--- src/rtl/max_wr_scoreboard_pkg.sv ---
// rtl/max_wr_scoreboard_pkg.sv - shared constants and queue entry type for the MAX write scoreboard
package max_sb_pkg;
  localparam int SLOT_W = 4;
  localparam int SLOTS  = 16;
  localparam int DATA_W = 64;
  localparam int DEPTH  = 2;

  typedef struct packed {
    logic [SLOT_W-1:0] slot;
    logic [DATA_W-1:0] oprndA;
    logic [DATA_W-1:0] oprndB;
  } max_sb_entry_t;
endpackage

--- src/rtl/max_wr_scoreboard_if.sv ---
// rtl/max_wr_scoreboard_if.sv - execute-side write request, result-buffer write and read-observe signals
interface max_wr_scoreboard_if;
  import max_sb_pkg::*;

  logic              wr_req;
  logic [SLOT_W-1:0] wr_slot;
  logic [DATA_W-1:0] wr_oprndA;
  logic [DATA_W-1:0] wr_oprndB;
  logic              wr_rdy;
  logic              rdenA;
  logic              rdenB;
  logic [SLOT_W-1:0] rdaddrsA;
  logic [SLOT_W-1:0] rdaddrsB;
  logic              consume;
  logic [SLOT_W-1:0] consume_slot;
  logic              wren;
  logic [SLOT_W-1:0] wraddrs;
  logic [DATA_W-1:0] oprndA;
  logic [DATA_W-1:0] oprndB;
  logic [SLOTS-1:0]  slot_valid;
  logic              hazA;
  logic              hazB;
  logic              ovr_err;
  logic [1:0]        pend_cnt;

  modport slave (
    input  wr_req, wr_slot, wr_oprndA, wr_oprndB, rdenA, rdenB, rdaddrsA, rdaddrsB,
           consume, consume_slot,
    output wr_rdy, wren, wraddrs, oprndA, oprndB, slot_valid, hazA, hazB, ovr_err, pend_cnt
  );

  modport master (
    output wr_req, wr_slot, wr_oprndA, wr_oprndB, rdenA, rdenB, rdaddrsA, rdaddrsB,
           consume, consume_slot,
    input  wr_rdy, wren, wraddrs, oprndA, oprndB, slot_valid, hazA, hazB, ovr_err, pend_cnt
  );
endinterface

--- src/rtl/max_wr_scoreboard_fifo.sv ---
// rtl/max_wr_scoreboard_fifo.sv - 2-entry FIFO of pending result-buffer writes (module max_sb_fifo)
module max_sb_fifo
  import max_sb_pkg::*;
(
  input  logic          CLK,
  input  logic          RESET,
  input  logic          push,
  input  logic          pop,
  input  max_sb_entry_t pushData,
  output max_sb_entry_t headData,
  output logic [1:0]    count
);
  max_sb_entry_t mem [2];
  logic          wrPtr;
  logic          rdPtr;
  logic          doPush;
  logic          doPop;

  assign doPush   = push && (count != 2'd2);
  assign doPop    = pop && (count != 2'd0);
  assign headData = mem[rdPtr];

  always_ff @(posedge CLK or negedge RESET) begin
    if (!RESET) begin
      wrPtr <= 1'b0;
      rdPtr <= 1'b0;
      count <= 2'd0;
    end else begin
      if (doPush) wrPtr <= ~wrPtr;
      if (doPop)  rdPtr <= ~rdPtr;
      case ({doPush, doPop})
        2'b10:   count <= count + 2'd1;
        2'b01:   count <= count - 2'd1;
        default: count <= count;
      endcase
    end
  end

  // Storage needs no reset: the head is masked by count in the parent.
  always_ff @(posedge CLK) begin
    if (doPush) mem[wrPtr] <= pushData;
  end
endmodule

--- src/rtl/max_wr_scoreboard.sv ---
// rtl/max_wr_scoreboard.sv - write issue gating and per-slot valid scoreboard for the MAX result buffer
// Read-collision deferral is built only when MAX_SB_RD_DEFER_EN is defined.
module max_wr_scoreboard
  import max_sb_pkg::*;
(
  input  logic                CLK,
  input  logic                RESET,
  max_wr_scoreboard_if.slave  bus
);
  max_sb_entry_t     pushData;
  max_sb_entry_t     headData;
  logic [1:0]        pendCnt;
  logic              wrRdy;
  logic              wrenC;
  logic              notEmpty;
  logic [SLOTS-1:0]  slotValid;
  logic [SLOTS-1:0]  setMask;
  logic [SLOTS-1:0]  clrMask;
  logic              ovrErr;

  assign pushData = '{slot: bus.wr_slot, oprndA: bus.wr_oprndA, oprndB: bus.wr_oprndB};
  assign notEmpty = (pendCnt != 2'd0);
  assign wrRdy    = (pendCnt < 2'(DEPTH));

`ifdef MAX_SB_RD_DEFER_EN
  assign wrenC = notEmpty && !(bus.rdenA || bus.rdenB);
`else
  assign wrenC = notEmpty;
`endif

  max_sb_fifo uFifo (
    .CLK      (CLK),
    .RESET    (RESET),
    .push     (bus.wr_req && wrRdy),
    .pop      (wrenC),
    .pushData (pushData),
    .headData (headData),
    .count    (pendCnt)
  );

  assign setMask = wrenC ? (SLOTS'(1) << headData.slot) : '0;
  assign clrMask = bus.consume ? (SLOTS'(1) << bus.consume_slot) : '0;

  // Set is applied after clear so a same-slot set/clear leaves the slot valid.
  always_ff @(posedge CLK or negedge RESET) begin
    if (!RESET) begin
      slotValid <= '0;
      ovrErr    <= 1'b0;
    end else begin
      slotValid <= (slotValid & ~clrMask) | setMask;
      if (wrenC && slotValid[headData.slot] && !clrMask[headData.slot]) ovrErr <= 1'b1;
    end
  end

  assign bus.wr_rdy     = wrRdy;
  assign bus.wren       = wrenC;
  assign bus.wraddrs    = notEmpty ? headData.slot   : '0;
  assign bus.oprndA     = notEmpty ? headData.oprndA : '0;
  assign bus.oprndB     = notEmpty ? headData.oprndB : '0;
  assign bus.slot_valid = slotValid;
  assign bus.hazA       = bus.rdenA && !slotValid[bus.rdaddrsA];
  assign bus.hazB       = bus.rdenB && !slotValid[bus.rdaddrsB];
  assign bus.ovr_err    = ovrErr;
  assign bus.pend_cnt   = pendCnt;
endmodule

--- src/flat_wrapper.sv ---
// flat-port wrapper written by rule: the top's interface ports become plain ports
module max_wr_scoreboard_flat import max_sb_pkg::*;
  (CLK, RESET, bus_wr_req, bus_wr_slot, bus_wr_oprndA, bus_wr_oprndB, bus_rdenA, bus_rdenB, bus_rdaddrsA, bus_rdaddrsB, bus_consume, bus_consume_slot, bus_wr_rdy, bus_wren, bus_wraddrs, bus_oprndA, bus_oprndB, bus_slot_valid, bus_hazA, bus_hazB, bus_ovr_err, bus_pend_cnt);
  max_wr_scoreboard_if bus_i ();
  input  logic CLK;
  input  logic RESET;
  input wire logic [$bits(bus_i.wr_req)-1:0] bus_wr_req;
  input wire logic [$bits(bus_i.wr_slot)-1:0] bus_wr_slot;
  input wire logic [$bits(bus_i.wr_oprndA)-1:0] bus_wr_oprndA;
  input wire logic [$bits(bus_i.wr_oprndB)-1:0] bus_wr_oprndB;
  input wire logic [$bits(bus_i.rdenA)-1:0] bus_rdenA;
  input wire logic [$bits(bus_i.rdenB)-1:0] bus_rdenB;
  input wire logic [$bits(bus_i.rdaddrsA)-1:0] bus_rdaddrsA;
  input wire logic [$bits(bus_i.rdaddrsB)-1:0] bus_rdaddrsB;
  input wire logic [$bits(bus_i.consume)-1:0] bus_consume;
  input wire logic [$bits(bus_i.consume_slot)-1:0] bus_consume_slot;
  output wire logic [$bits(bus_i.wr_rdy)-1:0] bus_wr_rdy;
  output wire logic [$bits(bus_i.wren)-1:0] bus_wren;
  output wire logic [$bits(bus_i.wraddrs)-1:0] bus_wraddrs;
  output wire logic [$bits(bus_i.oprndA)-1:0] bus_oprndA;
  output wire logic [$bits(bus_i.oprndB)-1:0] bus_oprndB;
  output wire logic [$bits(bus_i.slot_valid)-1:0] bus_slot_valid;
  output wire logic [$bits(bus_i.hazA)-1:0] bus_hazA;
  output wire logic [$bits(bus_i.hazB)-1:0] bus_hazB;
  output wire logic [$bits(bus_i.ovr_err)-1:0] bus_ovr_err;
  output wire logic [$bits(bus_i.pend_cnt)-1:0] bus_pend_cnt;
  assign bus_i.wr_req = bus_wr_req;
  assign bus_i.wr_slot = bus_wr_slot;
  assign bus_i.wr_oprndA = bus_wr_oprndA;
  assign bus_i.wr_oprndB = bus_wr_oprndB;
  assign bus_i.rdenA = bus_rdenA;
  assign bus_i.rdenB = bus_rdenB;
  assign bus_i.rdaddrsA = bus_rdaddrsA;
  assign bus_i.rdaddrsB = bus_rdaddrsB;
  assign bus_i.consume = bus_consume;
  assign bus_i.consume_slot = bus_consume_slot;
  assign bus_wr_rdy = bus_i.wr_rdy;
  assign bus_wren = bus_i.wren;
  assign bus_wraddrs = bus_i.wraddrs;
  assign bus_oprndA = bus_i.oprndA;
  assign bus_oprndB = bus_i.oprndB;
  assign bus_slot_valid = bus_i.slot_valid;
  assign bus_hazA = bus_i.hazA;
  assign bus_hazB = bus_i.hazB;
  assign bus_ovr_err = bus_i.ovr_err;
  assign bus_pend_cnt = bus_i.pend_cnt;
  max_wr_scoreboard u_core (.CLK(CLK), .RESET(RESET), .bus(bus_i));
endmodule
--- config.mk ---
export PLATFORM = sky130hd
export DESIGN_NAME = max_wr_scoreboard_flat
export DESIGN_NICKNAME = d
export VERILOG_FILES = /design/src/rtl/max_wr_scoreboard_pkg.sv /design/src/rtl/max_wr_scoreboard_if.sv /design/src/rtl/max_wr_scoreboard_fifo.sv /design/src/rtl/max_wr_scoreboard.sv /design/src/flat_wrapper.sv
export SDC_FILE = /design/constraint.sdc
export NUM_CORES = 1
export LEC_CHECK = 0
export ABC_AREA = 0
export CAP_MARGIN = 20
export CORE_MARGIN = 4
export CORE_UTILIZATION = 45
export CTS_BUF_LIST = sky130_fd_sc_hd__clkbuf_4
export CTS_CLUSTER_SIZE = 14
export DETAILED_ROUTE_END_ITERATION = 8
export PLACE_DENSITY_LB_ADDON = 0.08
export SLEW_MARGIN = 20
export SYNTH_ARGS = -nofsm -noshare
export SYNTH_HDL_FRONTEND = slang
export SYNTH_SLANG_ARGS = --single-unit
--- constraint.sdc ---
create_clock -name CLK -period 7.85 [get_ports CLK]
set_input_delay 1.57 -clock CLK [delete_from_list [all_inputs] [get_ports CLK]]
set_output_delay 1.57 -clock CLK [all_outputs]
set_load 0.01 [all_outputs]
**Word level (Yosys, flattened, before mapping)**

Memories as Yosys holds them, arrays and structs flattened.
Index checks and enable logic that the tools add are counted.
Widths: inputs -> output; s select.

- Multiplexer cells: 16
- Eq/ne operators: 3
- Order comparisons: 4
- Reduce and logical (&&, ||, !) cells: 11
- Bitwise gates (word level): 5
- Shift-type cells: 2
- Add/sub/neg operators: 2

Operator list:

| operator | number |
|---|---|
| $mux 64 | 2 |
| $mux 16 | 2 |
| $shl 1x4->16 const A | 2 |
| $and 16x16->16 | 1 |
| $bmux 1 s4 | 4 |
| $not 16->16 | 1 |
| $or 16x16->16 | 1 |
| $lt 4x5->1 const B | 3 |
| $logic_and 1x1->1 | 6 |
| $mux 1 | 6 |
| $mux 4 | 1 |
| $pmux 2 s2 | 1 |
| $reduce_bool 2->1 | 2 |
| $logic_not 1->1 | 3 |
| $add 2x1->2 const B | 1 |
| $eq 2x1->1 const B | 1 |
| $eq 2x2->1 const B | 1 |
| $lt 2x2->1 const B | 1 |
| $ne 2x2->1 const B | 1 |
| $not 1->1 | 2 |
| $sub 2x1->2 const B | 1 |

- Output and inout port bits: 155
- Input port bits: 150
- Memories kept: 1
- Memory bits (writable): 264
- Word-level logic and storage cells: 49
- Register bits after elaboration: 21

Memories:

| memory | words | bits a word | read ports | clocked after memory_dff | wr ports | line | RTL |
|---|---|---|---|---|---|---|---|
| u_core.uFifo.mem | 2 | 132 | 1 | 0 | 1 | max_wr_scoreboard_fifo.sv:13 | `max_sb_entry_t mem [2];` |

**Depth between registers and ports, before layout**

Gate-level depths: netlist (run 1).

- Word-level depth: 6
- Depth in mapped cells: 7
- Mapped depth without buffers: 6

**Hierarchy**

Synthesis (run 1) repeated with hierarchy kept, for this count alone.

- Cells, all modules: 682
- Area total of the unflattened synthesis: 12080.3 sq um

Modules (own cells, without submodules):

| module | cells each | area an instance (sq um) | seq. area each (sq um) | times used |
|---|---|---|---|---|
| max_sb_fifo | 428 | 9995.8 | 8027.7 | 1 |
| max_wr_scoreboard | 254 | 2084.5 | 425.4 | 1 |

**Worst setup path after synthesis (run 1)**

Ideal clock, no wire load.

- Kind: input to register
- From: input bus_wr_req
- To: memory u_core.uFifo.mem[0][0] (netlist bit), enable pin
- Library setup time: 0.625 ns
- Buffers on the path: 0
- Data arrival time: 7.134 ns
- Required time: 7.225 ns
- Setup slack: 0.091 ns
- Cell stages on the path: 2
- Cell sequence: nand2_1 -> nor2_1

- Longest elaborated chain between the ends: 4

RTL lines:

| item | line | RTL |
|---|---|---|
| start, declared | flat_wrapper.sv:7 | `input wire logic [$bits(bus_i.wr_req)-1:0] bus_wr_req;` |
| $logic_and 1x1->1 | max_wr_scoreboard.sv:34 | `.push (bus.wr_req && wrRdy),` |
| $logic_and 1x1->1 | max_wr_scoreboard_fifo.sv:19 | `assign doPush = push && (count != 2'd2);` |
| $mux 1 | max_wr_scoreboard_fifo.sv:41 | `if (doPush) mem[wrPtr] <= pushData;` |
| $mux 1 (implied by the code) | max_wr_scoreboard_fifo.sv:41 |  |
| end, declared | max_wr_scoreboard_fifo.sv:13 |  |

Every way passes these cells.

**Worst setup path after layout (run 1)**

- From: input bus_rdaddrsA[0]
- To: output bus_hazA

- Longest elaborated chain between the ends: 4

RTL lines:

| item | line | RTL |
|---|---|---|
| start, declared | flat_wrapper.sv:13 | `input wire logic [$bits(bus_i.rdaddrsA)-1:0] bus_rdaddrsA;` |
| $bmux 1 s4 | max_wr_scoreboard.sv:61 | `assign bus.hazA = bus.rdenA && !slotValid[bus.rdaddrsA];` |
| $mux 1 (implied by the code) | max_wr_scoreboard.sv:61 |  |
| $logic_not 1->1 | max_wr_scoreboard.sv:61 |  |
| $logic_and 1x1->1 | max_wr_scoreboard.sv:61 |  |
| end, declared | flat_wrapper.sv:23 | `output wire logic [$bits(bus_i.hazA)-1:0] bus_hazA;` |

Every way passes these cells. The select of a mux whose other input is x is not followed.

==> impl_metrics.yaml, run 1 <==
clock_tree:
  clk_root_buffer_cell: "sky130_fd_sc_hd__clkbuf_4"
  clock_latency_ns: 0.66
  tritoncts.num_buffers: 73
  cts_htree_levels: 3
  cts_hold_buf: 0
  cts.repair_timing.setup_buffer_count: 0
  clock_pin_slew_reported_for_the_worst_setup_and_hold_paths_after_clock_tree_synthesis_ns: 0.06
  clk_sinks: 285
  cts_tree: "yes"
  clock_path_buffers: 3
  ctsResizeCount: 0
timing:
  timing.max_slew.rel_slack_pct: 32.19
  timing.final.crit_period_ns: 5.413
  finalSetupTns_ns: 0
  hold_viol: 0
  worstMarginPinSlew_ns: 1.017
  timing.final.crit_share_pct: 68.96
  grt_setup_unrepaired: "false"
  report.final.setup_viol: 0
  timing_max_transition_violations_final: 0
  worst_hold_slack_ns: 0.4685
  fin_worst_skew_ns: 0.04783
  maxClockFrequency_mhz: 184.7
synth:
  cell_area_after_synthesis_um2: 11240
  synth.area.top_cells: "sky130_fd_sc_hd__edfxtp_1 (71%), sky130_fd_sc_hd__mux2i_1 (12%), sky130_fd_sc_hd__dfrtp_1 (4.7%)"
  synthCells: 687
  yosysWarnings: 0
  cell_accounting_for_the_most_synthesized_area: "sky130_fd_sc_hd__edfxtp_1"
  syn-mean-instance-area_um2: 16.36
  seq_area_frac_synth_pct: 75.20
  synth_largest_type_area_fraction_pct: 70.53
  synth_nets: 837
  ys_seq_elements: 285
  ys_types: 38
final_layout:
  fillCellCount: 1918
  drive_gt1_share_pct: 12.53
  sequential_cell_area_um2: 8457
  multi_input_comb_area_um2: 2651
  synthToLayoutAreaGrowth_pct: 38.65
  num-nets-final: 1191
  layout.core_utilization_pct: 63.71
floorplan:
  die_area_um2: 27570
  rows: 57
  i_o_pin_count: 305
  start_util_pct: 45.95
  die_h_um: 166.1
  die_x_um: 166.1
  fp.coreArea_um2: 24460
drt:
  routed_wl_um: 25610
  residual_drc: 0
  ant_nets: 0
  drtIter0Drc: 364
  routed_wirelength_normalized_by_instance_count_um: 18.05
  avg_vias_per_cell: 4.957
  dr.pass1.iters: 5
  vias: 7034
hold_path:
  hold_start: "u_core.bus.ovr_err"
  min_path_type: "reg2reg"
critical_path:
  cp_data_required_time_ns: 6.28
  timing.critical_path.to_type: "output pin"
  setup.worst_path.start: "bus_rdaddrsA[0]"
  critical_path_peak_fanout: 4
  timing_worst_setup_path_type: "in2out"
  cp_data_arrival_time_ns: 3.84
  worstReg2RegStart: "u_core.uFifo.rdPtr"
  start_kind: "primary input"
grt:
  maximum_number_of_pins_on_one_net_before_global_route_repair: 111
  grt_first_pass_wirelength_um: 39710
  via_count_of_the_first_global_routing_pass: 7389
  grt_overflow: 0
  overall_fraction_of_global_route_tracks_in_use_pct: 18.19
  antenna_violations_before_repair: 2
pwr:
  power.leakage_nw: 5.737
  power.ir.vdd_worst_v: 0.0001747
  power_per_cell_area_nw_per_um2: 319.1
  finalPower_mw: 4.973
placement:
  dp.final_hpwl_um: 16600
  portBuffers: 304
  place.gp.congestion: 0.9154
outcome:
  status: "completed"
run:
  reported_max_cap_violation_count: 0
-- placed cells by master, fill, tap and decap left out, drive strengths merged --
cell,netlist,routed
clkbuf,10,102
clkinv,0,22
a222oi,3,3
nand2b,5,5
or3b,1,1
diode,0,2
a32o,1,1
o2bb2ai,1,1
a22o,2,2
nand2,8,8
o22ai,2,2
o21ai,32,32
bufinv,0,2
nand3b,2,2
xnor2,4,4
nand3,4,4
edfxtp,264,264
mux4,10,10
a22oi,2,2
and3,1,1
mux2i,131,131
o2111ai,1,1
and2,1,1
dfrtp,21,21
nor2,139,139
nor2b,5,5
a21oi,5,5
buf,22,7
clkdlybuf4s50,0,304
o32a,2,2
inv,2,3
mux2,1,1
o32ai,1,1
or2,1,1
a31o,1,1
a32oi,1,1
o22a,1,1
-- where the power goes --
part           switching (mW)  leakage [nW]  internal, mW
Sequential              0.198          2.71          2.02
Combinational           0.726          2.47         0.790
Clock                   0.567         0.551         0.670
Total                    1.49          5.74          3.48
-- worst paths after layout --
path	endpoint	cells after the start	slack [ns]
min in group asynchronous	u_core.bus.slot_valid[4]	1	1.47
min reg2reg	u_core.bus.ovr_err	1	0.47
max	bus_hazA	5	2.44
min	u_core.bus.ovr_err	1	0.47
max reg2reg	u_core.bus.ovr_err	6	5.26
max in group asynchronous	u_core.uFifo.rdPtr	1	5.69
-- critical path, stage by stage --
cell	delay, ns
sky130_fd_sc_hd__clkdlybuf4s50_1	0.61
sky130_fd_sc_hd__mux4_2	0.54
sky130_fd_sc_hd__mux4_2	0.47
sky130_fd_sc_hd__nor2b_1	0.12
sky130_fd_sc_hd__clkdlybuf4s50_1	0.54
-- synthesized netlist by cell type --
cell type,count
sky130_fd_sc_hd__nand2b_4,1
sky130_fd_sc_hd__o22ai_1,2
sky130_fd_sc_hd__o32a_1,2
sky130_fd_sc_hd__and2_1,1
sky130_fd_sc_hd__o21ai_0,28
sky130_fd_sc_hd__nand2_1,8
sky130_fd_sc_hd__or3b_1,1
sky130_fd_sc_hd__xnor2_1,4
sky130_fd_sc_hd__mux2_2,1
sky130_fd_sc_hd__o22a_4,1
sky130_fd_sc_hd__nand3_1,4
sky130_fd_sc_hd__mux2i_1,130
sky130_fd_sc_hd__buf_6,1
sky130_fd_sc_hd__buf_1,4
sky130_fd_sc_hd__o21ai_1,4
sky130_fd_sc_hd__nand2b_1,4
sky130_fd_sc_hd__nand3b_1,2
sky130_fd_sc_hd__o2111ai_1,1
sky130_fd_sc_hd__and3_1,1
sky130_fd_sc_hd__dfrtp_1,21
sky130_fd_sc_hd__a32oi_1,1
sky130_fd_sc_hd__a22o_1,2
sky130_fd_sc_hd__edfxtp_1,264
sky130_fd_sc_hd__o2bb2ai_1,1
sky130_fd_sc_hd__a32o_1,1
sky130_fd_sc_hd__a22oi_1,2
sky130_fd_sc_hd__buf_2,17
sky130_fd_sc_hd__mux2i_4,1
sky130_fd_sc_hd__a31o_1,1
sky130_fd_sc_hd__nor2b_1,5
sky130_fd_sc_hd__or2_2,1
sky130_fd_sc_hd__inv_1,2
sky130_fd_sc_hd__clkbuf_1,10
sky130_fd_sc_hd__mux4_2,10
sky130_fd_sc_hd__a21oi_1,5
sky130_fd_sc_hd__a222oi_1,3
sky130_fd_sc_hd__nor2_1,139
sky130_fd_sc_hd__o32ai_1,1
-- routing by layer --
layer,track usage [%],vias to the layer above,wire length [um]
met2,30.82,264,12840
met1,20.72,3388,9888
met4,6.743,0,499
met3,7.593,35,2379
met5,0,-,0
li1,-,3347,-
-- kinds of logic (layout without fill, tap and decap cells) --
group,after synthesis,count (layout),synth area share (%)
AO/OA/AOI/OAI,55,55,3.128
buffers and inverters,34,440,1.391
multiplexers,142,142,13.88
flip-flops,285,285,75.20
other,0,2,0
XOR/XNOR,4,4,0.3116
AND/OR/NAND/NOR,167,167,6.089
-- final cells by class --
| type | count | area share, % |
|---|---|---|
| clock buffer | 102 | 4.913 |
| clock inverter | 25 | 1.060 |
| tap | 324 | 2.601 |
| antenna | 2 | 0.03211 |
| timing repair buffer | 311 | 20.07 |
| inverter | 2 | 0.04817 |
| multi-input combinational | 368 | 17.01 |
| sequential | 285 | 54.26 |
-- stage by stage --
step	cells	area [um^2]	worst slack (ns)
finish	1419	15580	2.437
CTS	1416	15550	2.415
global route	1419	15580	2.365
floorplan	687	11240	0.09099
detailed placement	1289	14620	2.415
global placement	1289	14620	2.431
-- flip-flops by register name, summed over array words and instances (netlist names) --
name                   count
u_core.bus.ovr_err         1
u_core.uFifo.mem         264
u_core.bus.slot_valid     16
u_core.uFifo.count         2
u_core.uFifo.rdPtr         1
u_core.uFifo.wrPtr         1
Note: power is estimated with default switching activity, not from simulation.
==> run 2: changes to the inputs <==
==> constraint.sdc (replaced) <==
create_clock -name CLK -period 4.4 [get_ports CLK]
set_input_delay 0.88 -clock CLK [delete_from_list [all_inputs] [get_ports CLK]]
set_output_delay 0.88 -clock CLK [all_outputs]
set_load 0.01 [all_outputs]
==> run 2 against run 1 <==
- final area rose by 0.73%
- setup slack got worse by 2.1 ns
- combinational power rose by 88%
- cell count barely moved
- via count rose by 0.37%
- sequential cell count did not move
- die area did not move
- worst hold slack got worse by 0.0016 ns
- utilization rose by 0.47 points
- clock power rose by 85%
- non-clock buffer count rose by 1
- largest power group unchanged
==> impl_metrics.yaml, run 2 (synthesis results as in run 1) <==
outcome:
  status: "completed"
timing:
  report.final.setup_viol: 0
  timing.final.crit_period_ns: 4.056
  worstMarginPinSlew_ns: 0.9949
  maxClockFrequency_mhz: 246.6
  fin_worst_skew_ns: 0.03742
  grt_setup_unrepaired: "false"
  hold_viol: 0
  timing.max_slew.rel_slack_pct: 33.47
  timing.final.crit_share_pct: 92.18
  timing_max_transition_violations_final: 0
  finalSetupTns_ns: 0
grt:
  antenna_violations_before_repair: 2
  grt_first_pass_wirelength_um: 40100
  via_count_of_the_first_global_routing_pass: 7363
  grt_overflow: 0
  maximum_number_of_pins_on_one_net_before_global_route_repair: 79
  overall_fraction_of_global_route_tracks_in_use_pct: 18.30
placement:
  placedInstanceArea_um2: 14720
  portBuffers: 304
  place.gp.congestion: 0.8831
  dp.final_hpwl_um: 16570
run:
  reported_max_cap_violation_count: 0
final_layout:
  layout.cells.most_common: "sky130_fd_sc_hd__clkdlybuf4s50_1"
  layout.cell_area.non_filler_um2: 15700
  synthToLayoutAreaGrowth_pct: 39.66
  top_register: "u_core.uFifo.mem"
  num-nets-final: 1194
  most-common-layout-cells: "sky130_fd_sc_hd__clkdlybuf4s50_1 (304), sky130_fd_sc_hd__edfxtp_1 (264), sky130_fd_sc_hd__nor2_1 (137)"
  largest_register_ffs: 264
  drive_gt1_share_pct: 13.44
drt:
  residual_drc: 0
  routed_wirelength_normalized_by_instance_count_um: 18.15
  avg_vias_per_cell: 4.972
  drtIter0Drc: 461
  wl_met1_um: 9969
  dr.pass1.iters: 5
  wl_met2_um: 12990
  detailroute.wirelength.met3_um: 2375
  routed_wl_um: 25780
  ant_nets: 0
  vias: 7060
  highest-signal-layer: "met5"
pwr:
  power.ir.vdd_worst_v: 0.0003723
  p_sw_mw: 2.660
  power.leakage_nw: 5.786
  p_seq_share_pct: 42.7
  cell_internal_pwr_mw: 6.336
  clock_power_share_pct: 25.5
  share_comb_of_total_power_pct: 31.8
  netSwitchingFraction_pct: 29.57
  power_per_cell_area_nw_per_um2: 573.0
  finalPower_mw: 8.996
floorplan:
  fp.coreArea_um2: 24460
  rows: 57
  die_h_um: 166.1
  start_util_pct: 45.95
  die_area_um2: 27570
  i_o_pin_count: 305
  die_x_um: 166.1
critical_path:
  timing.critical_path.to_type: "output pin"
  critical_path_peak_fanout: 4
  timing_worst_setup_path_type: "in2out"
  cp_data_arrival_time_ns: 3.18
  start_kind: "primary input"
  cp_data_required_time_ns: 3.52
clock_tree:
  clock_pin_slew_reported_for_the_worst_setup_and_hold_paths_after_clock_tree_synthesis_ns: 0.06
  clock_path_buffers: 3
  tritoncts.num_buffers: 75
  clk_root_buffer_cell: "sky130_fd_sc_hd__clkbuf_4"
  ctsResizeCount: 0
  cts_hold_buf: 0
  cts_htree_levels: 3
  cts.repair_timing.setup_buffer_count: 0
  clock_latency_ns: 0.66
  clk_sinks: 285
  cts_tree: "yes"
hold_path:
  min_path_type: "reg2reg"
## run 2: changes by cell type in the layout (fill, tap and decap cells not counted)
cell,before,now
sky130_fd_sc_hd__buf_12,1,8
sky130_fd_sc_hd__buf_16,1,0
sky130_fd_sc_hd__buf_4,5,0
sky130_fd_sc_hd__clkbuf_4,102,114
sky130_fd_sc_hd__clkinv_1,16,7
sky130_fd_sc_hd__clkinv_2,3,0
sky130_fd_sc_hd__clkinv_4,3,1
sky130_fd_sc_hd__clkinvlp_4,0,2
## run 2: power groups by stage
stage | Combinational [mW] | Sequential [mW] | Clock [mW]
2_1_floorplan | 1.60 | 3.87 | 0
3_3_place_gp | 2.90 | 3.87 | 0
3_5_place_dp | 2.90 | 3.90 | 0
4_1_cts | 2.91 | 3.84 | 2.39
5_1_grt | 3.09 | 3.89 | 2.54
6_report | 2.86 | 3.84 | 2.30
## run 2: final timing paths
kind / slack, ns / depth (start not counted) / from / end
worst max-delay path: 0.34 / 5 / bus_rdaddrsB[0] / bus_hazB
worst min-delay path: 0.47 / 1 / u_core.bus.ovr_err / u_core.bus.ovr_err
worst max register to register: 2.07 / 7 / u_core.uFifo.rdPtr / u_core.bus.ovr_err
worst min register to register: 0.47 / 1 / u_core.bus.ovr_err / u_core.bus.ovr_err
max in group asynchronous: 2.89 / 1 / RESET / u_core.uFifo.rdPtr
min in group asynchronous: 0.78 / 1 / RESET / u_core.bus.slot_valid[1]
## run 2: worst max-delay path, stage by stage
cell and delay, ns:
sky130_fd_sc_hd__clkdlybuf4s50_1 0.62, sky130_fd_sc_hd__mux4_2 0.55, sky130_fd_sc_hd__mux4_2 0.46, sky130_fd_sc_hd__nor2b_1 0.12, sky130_fd_sc_hd__clkdlybuf4s50_1 0.55
## run 2: layout make-up
cell class | instances | area, um^2
fill | 1863 | 8763
sequential | 285 | 8457
timing repair buffer | 312 | 3203
multi-input combinational | 368 | 2651
clock buffer | 114 | 855.8
tap | 324 | 405.4
clock inverter | 13 | 113.9
inverter | 2 | 7.507
antenna | 2 | 5.005
## run 2: per-layer routing
layer	global-route usage [%]	vias up
met1	21.14	3378
met2	30.77	284
met3	7.617	34
met5	0	-
met4	6.636	2
li1	-	3362
## run 2: metrics by stage
step	instances	util [%]	hold WS, ns	worst slack, ns
3_5_place_dp	1291	60.19	0.4590	0.3122
6_report	1420	64.18	0.4669	0.3442
3_3_place_gp	1291	60.19	0.4495	0.3638
4_1_cts	1418	64.16	0.4729	0.3055
2_1_floorplan	687	-	0.5064	1.037
5_1_grt	1419	64.17	0.4925	0.2351
==> run 3: changes to the inputs <==
--- a/config.mk
+++ b/config.mk
@@ -12,7 +12,7 @@
 export CTS_BUF_LIST = sky130_fd_sc_hd__clkbuf_4
 export CTS_CLUSTER_SIZE = 14
 export DETAILED_ROUTE_END_ITERATION = 8
-export PLACE_DENSITY_LB_ADDON = 0.08
+export PLACE_DENSITY = 0.83
 export SLEW_MARGIN = 20
 export SYNTH_ARGS = -nofsm -noshare
 export SYNTH_HDL_FRONTEND = slang
==> run 3 against run 2 <==
- routed wire length grew 4.9%
- maximum frequency is essentially flat
- die area is the same
- clock skew shrank 0.017 ns
==> impl_metrics.yaml, run 3 (synthesis results as in run 1) <==
placement:
  placedInstanceArea_um2: 14750
  place.gp.congestion: 0.8710
  portBuffers: 304
  place_worst_setup_slack_ns: 0.3275
  dp.final_hpwl_um: 18390
final_layout:
  num-nets-final: 1199
  largest_register_ffs: 264
  top_register: "u_core.uFifo.mem"
  layout.cell_area.non_filler_um2: 15660
  synthToLayoutAreaGrowth_pct: 39.27
  most-common-layout-cells: "sky130_fd_sc_hd__clkdlybuf4s50_1 (304), sky130_fd_sc_hd__edfxtp_1 (264), sky130_fd_sc_hd__nor2_1 (137)"
  layout.cells.most_common: "sky130_fd_sc_hd__clkdlybuf4s50_1"
  drive_gt1_share_pct: 13.48
critical_path:
  worstReg2RegStart: "u_core.uFifo.rdPtr"
  cp_data_required_time_ns: 3.52
  timing_worst_setup_path_type: "in2out"
  crit_chain: "clkdlybuf4s50_1 > mux4_2 > mux4_2 > nor2b_1 > clkdlybuf4s50_1"
  timing.critical_path.to_type: "output pin"
  slowest_delay_ns: 0.60
  r2r_cells: 6
  cp_data_arrival_time_ns: 3.18
  rrSetupSlack_ns: 1.81
  setup.worst_path.start: "bus_rdaddrsB[0]"
  crit_slowest_cell: "sky130_fd_sc_hd__clkdlybuf4s50_1"
  r2r-end: "u_core.bus.ovr_err"
  start_kind: "primary input"
  critical_path_peak_fanout: 4
timing:
  timing.final.crit_share_pct: 92.21
  grt_setup_unrepaired: "false"
  fin_worst_skew_ns: 0.02081
  worst_slack_ns: 0.3427
  worstMarginPinSlew_ns: 1.067
  timing_max_transition_violations_final: 0
  finalSetupTns_ns: 0
  timing.max_slew.rel_slack_pct: 28.87
  hold_viol: 0
  timing.final.crit_period_ns: 4.057
  maxClockFrequency_mhz: 246.5
  worst_hold_slack_ns: 0.5342
  report.final.setup_viol: 0
hold_path:
  whs_endpoint: "u_core.bus.ovr_err"
  min_path_type: "reg2reg"
  min_delay_path_depth: 1
  hold_start: "u_core.bus.ovr_err"
grt:
  grtUsageMet2_pct: 34.02
  grt_overflow: 0
  grt_use_met3_pct: 6.689
  grt-busiest-layer: "met2"
  grt_first_pass_wirelength_um: 41470
  grt.met1_usage_pct: 20.38
  antenna_violations_before_repair: 4
  via_count_of_the_first_global_routing_pass: 7845
  maximum_number_of_pins_on_one_net_before_global_route_repair: 75
  overall_fraction_of_global_route_tracks_in_use_pct: 18.95
clock_tree:
  cts_htree_levels: 3
  clock_pin_slew_reported_for_the_worst_setup_and_hold_paths_after_clock_tree_synthesis_ns: 0.06
  cts.repair_timing.setup_buffer_count: 0
  clk_root_buffer_cell: "sky130_fd_sc_hd__clkbuf_4"
  clk_sinks: 285
  clock_path_buffers: 3
  cts_tree: "yes"
  tritoncts.num_buffers: 73
  clock_latency_ns: 0.63
  cts_hold_buf: 0
  ctsResizeCount: 0
drt:
  routed_wl_um: 27040
  dr.pass1.iters: 4
  vias: 7219
  ant_nets: 0
  drtIter0Drc: 493
  avg_vias_per_cell: 5.070
  routed_wirelength_normalized_by_instance_count_um: 18.99
  residual_drc: 0
floorplan:
  die_x_um: 166.1
  rows: 57
  die_h_um: 166.1
  die_area_um2: 27570
  i_o_pin_count: 305
  fp.coreArea_um2: 24460
  start_util_pct: 45.95
pwr:
  clock_power_share_pct: 24.0
  netSwitchingFraction_pct: 30.25
  p_sw_mw: 2.706
  power_per_cell_area_nw_per_um2: 571.5
  share_comb_of_total_power_pct: 31.4
  p_seq_share_pct: 44.6
  power.leakage_nw: 5.777
  cell_internal_pwr_mw: 6.241
  power.ir.vdd_worst_v: 0.0003299
  finalPower_mw: 8.947
outcome:
  status: "completed"
run:
  reported_max_cap_violation_count: 0
[run 3: cell types whose count changed in the layout (fill, tap and decap cells not counted), sizes merged]
cell / delta
inv: +1
clkinv: +6
bufinv: -1
buf: +7
clkbuf: -9
[run 3: power groups by stage]
| stage | registers (mW) | logic (mW) | clock network (mW) |
|---|---|---|---|
| floorplan | 3.87 | 1.60 | 0 |
| global placement | 4.01 | 2.78 | 0 |
| detailed placement | 4.05 | 2.83 | 0 |
| CTS | 4.00 | 2.84 | 2.23 |
| global route | 4.04 | 3.01 | 2.39 |
| finish | 3.99 | 2.81 | 2.15 |
[run 3: layout make-up]
cell class	count	area, um^2
fill	1738	8807
tap	324	405.4
clock inverter	19	110.1
timing repair buffer	319	3231
multi-input combinational	368	2651
antenna	2	5.005
inverter	2	7.507
clock buffer	105	788.3
sequential	285	8457
[run 3: how the worst max path moves through the flow]
stage                              to  slack [ns]  depth (start not counted)
6_report                     bus_hazB        0.34                          5
2_1_floorplan  u_core.uFifo.mem[0][0]        1.04                          2
3_3_place_gp                 bus_hazB        0.41                          5
3_5_place_dp                 bus_hazB        0.33                          5
4_1_cts                      bus_hazB        0.32                          5
5_1_grt                      bus_hazB        0.27                          5
[run 3: through the flow]
stage	util, %	std cells
2_1_floorplan	-	687
3_3_place_gp	60.30	1298
3_5_place_dp	60.30	1298
4_1_cts	63.98	1422
5_1_grt	64.00	1424
6_report	64.00	1424
[run 3: worst max-delay path: cells and delay by family]
kind / cells / cell delay, ns
buf+inv: 2 / 1.15
mux: 2 / 1.01
simple gates: 1 / 0.13
[run 3: per-layer routing]
| layer | vias up | wire, um | part of all wire [%] |
|---|---|---|---|
| li1 | 3369 | - | - |
| met1 | 3490 | 9968 | 37 |
| met2 | 302 | 14270 | 53 |
| met3 | 54 | 2022 | 7.5 |
| met4 | 4 | 748 | 2.8 |
| met5 | - | 22 | 0.081 |
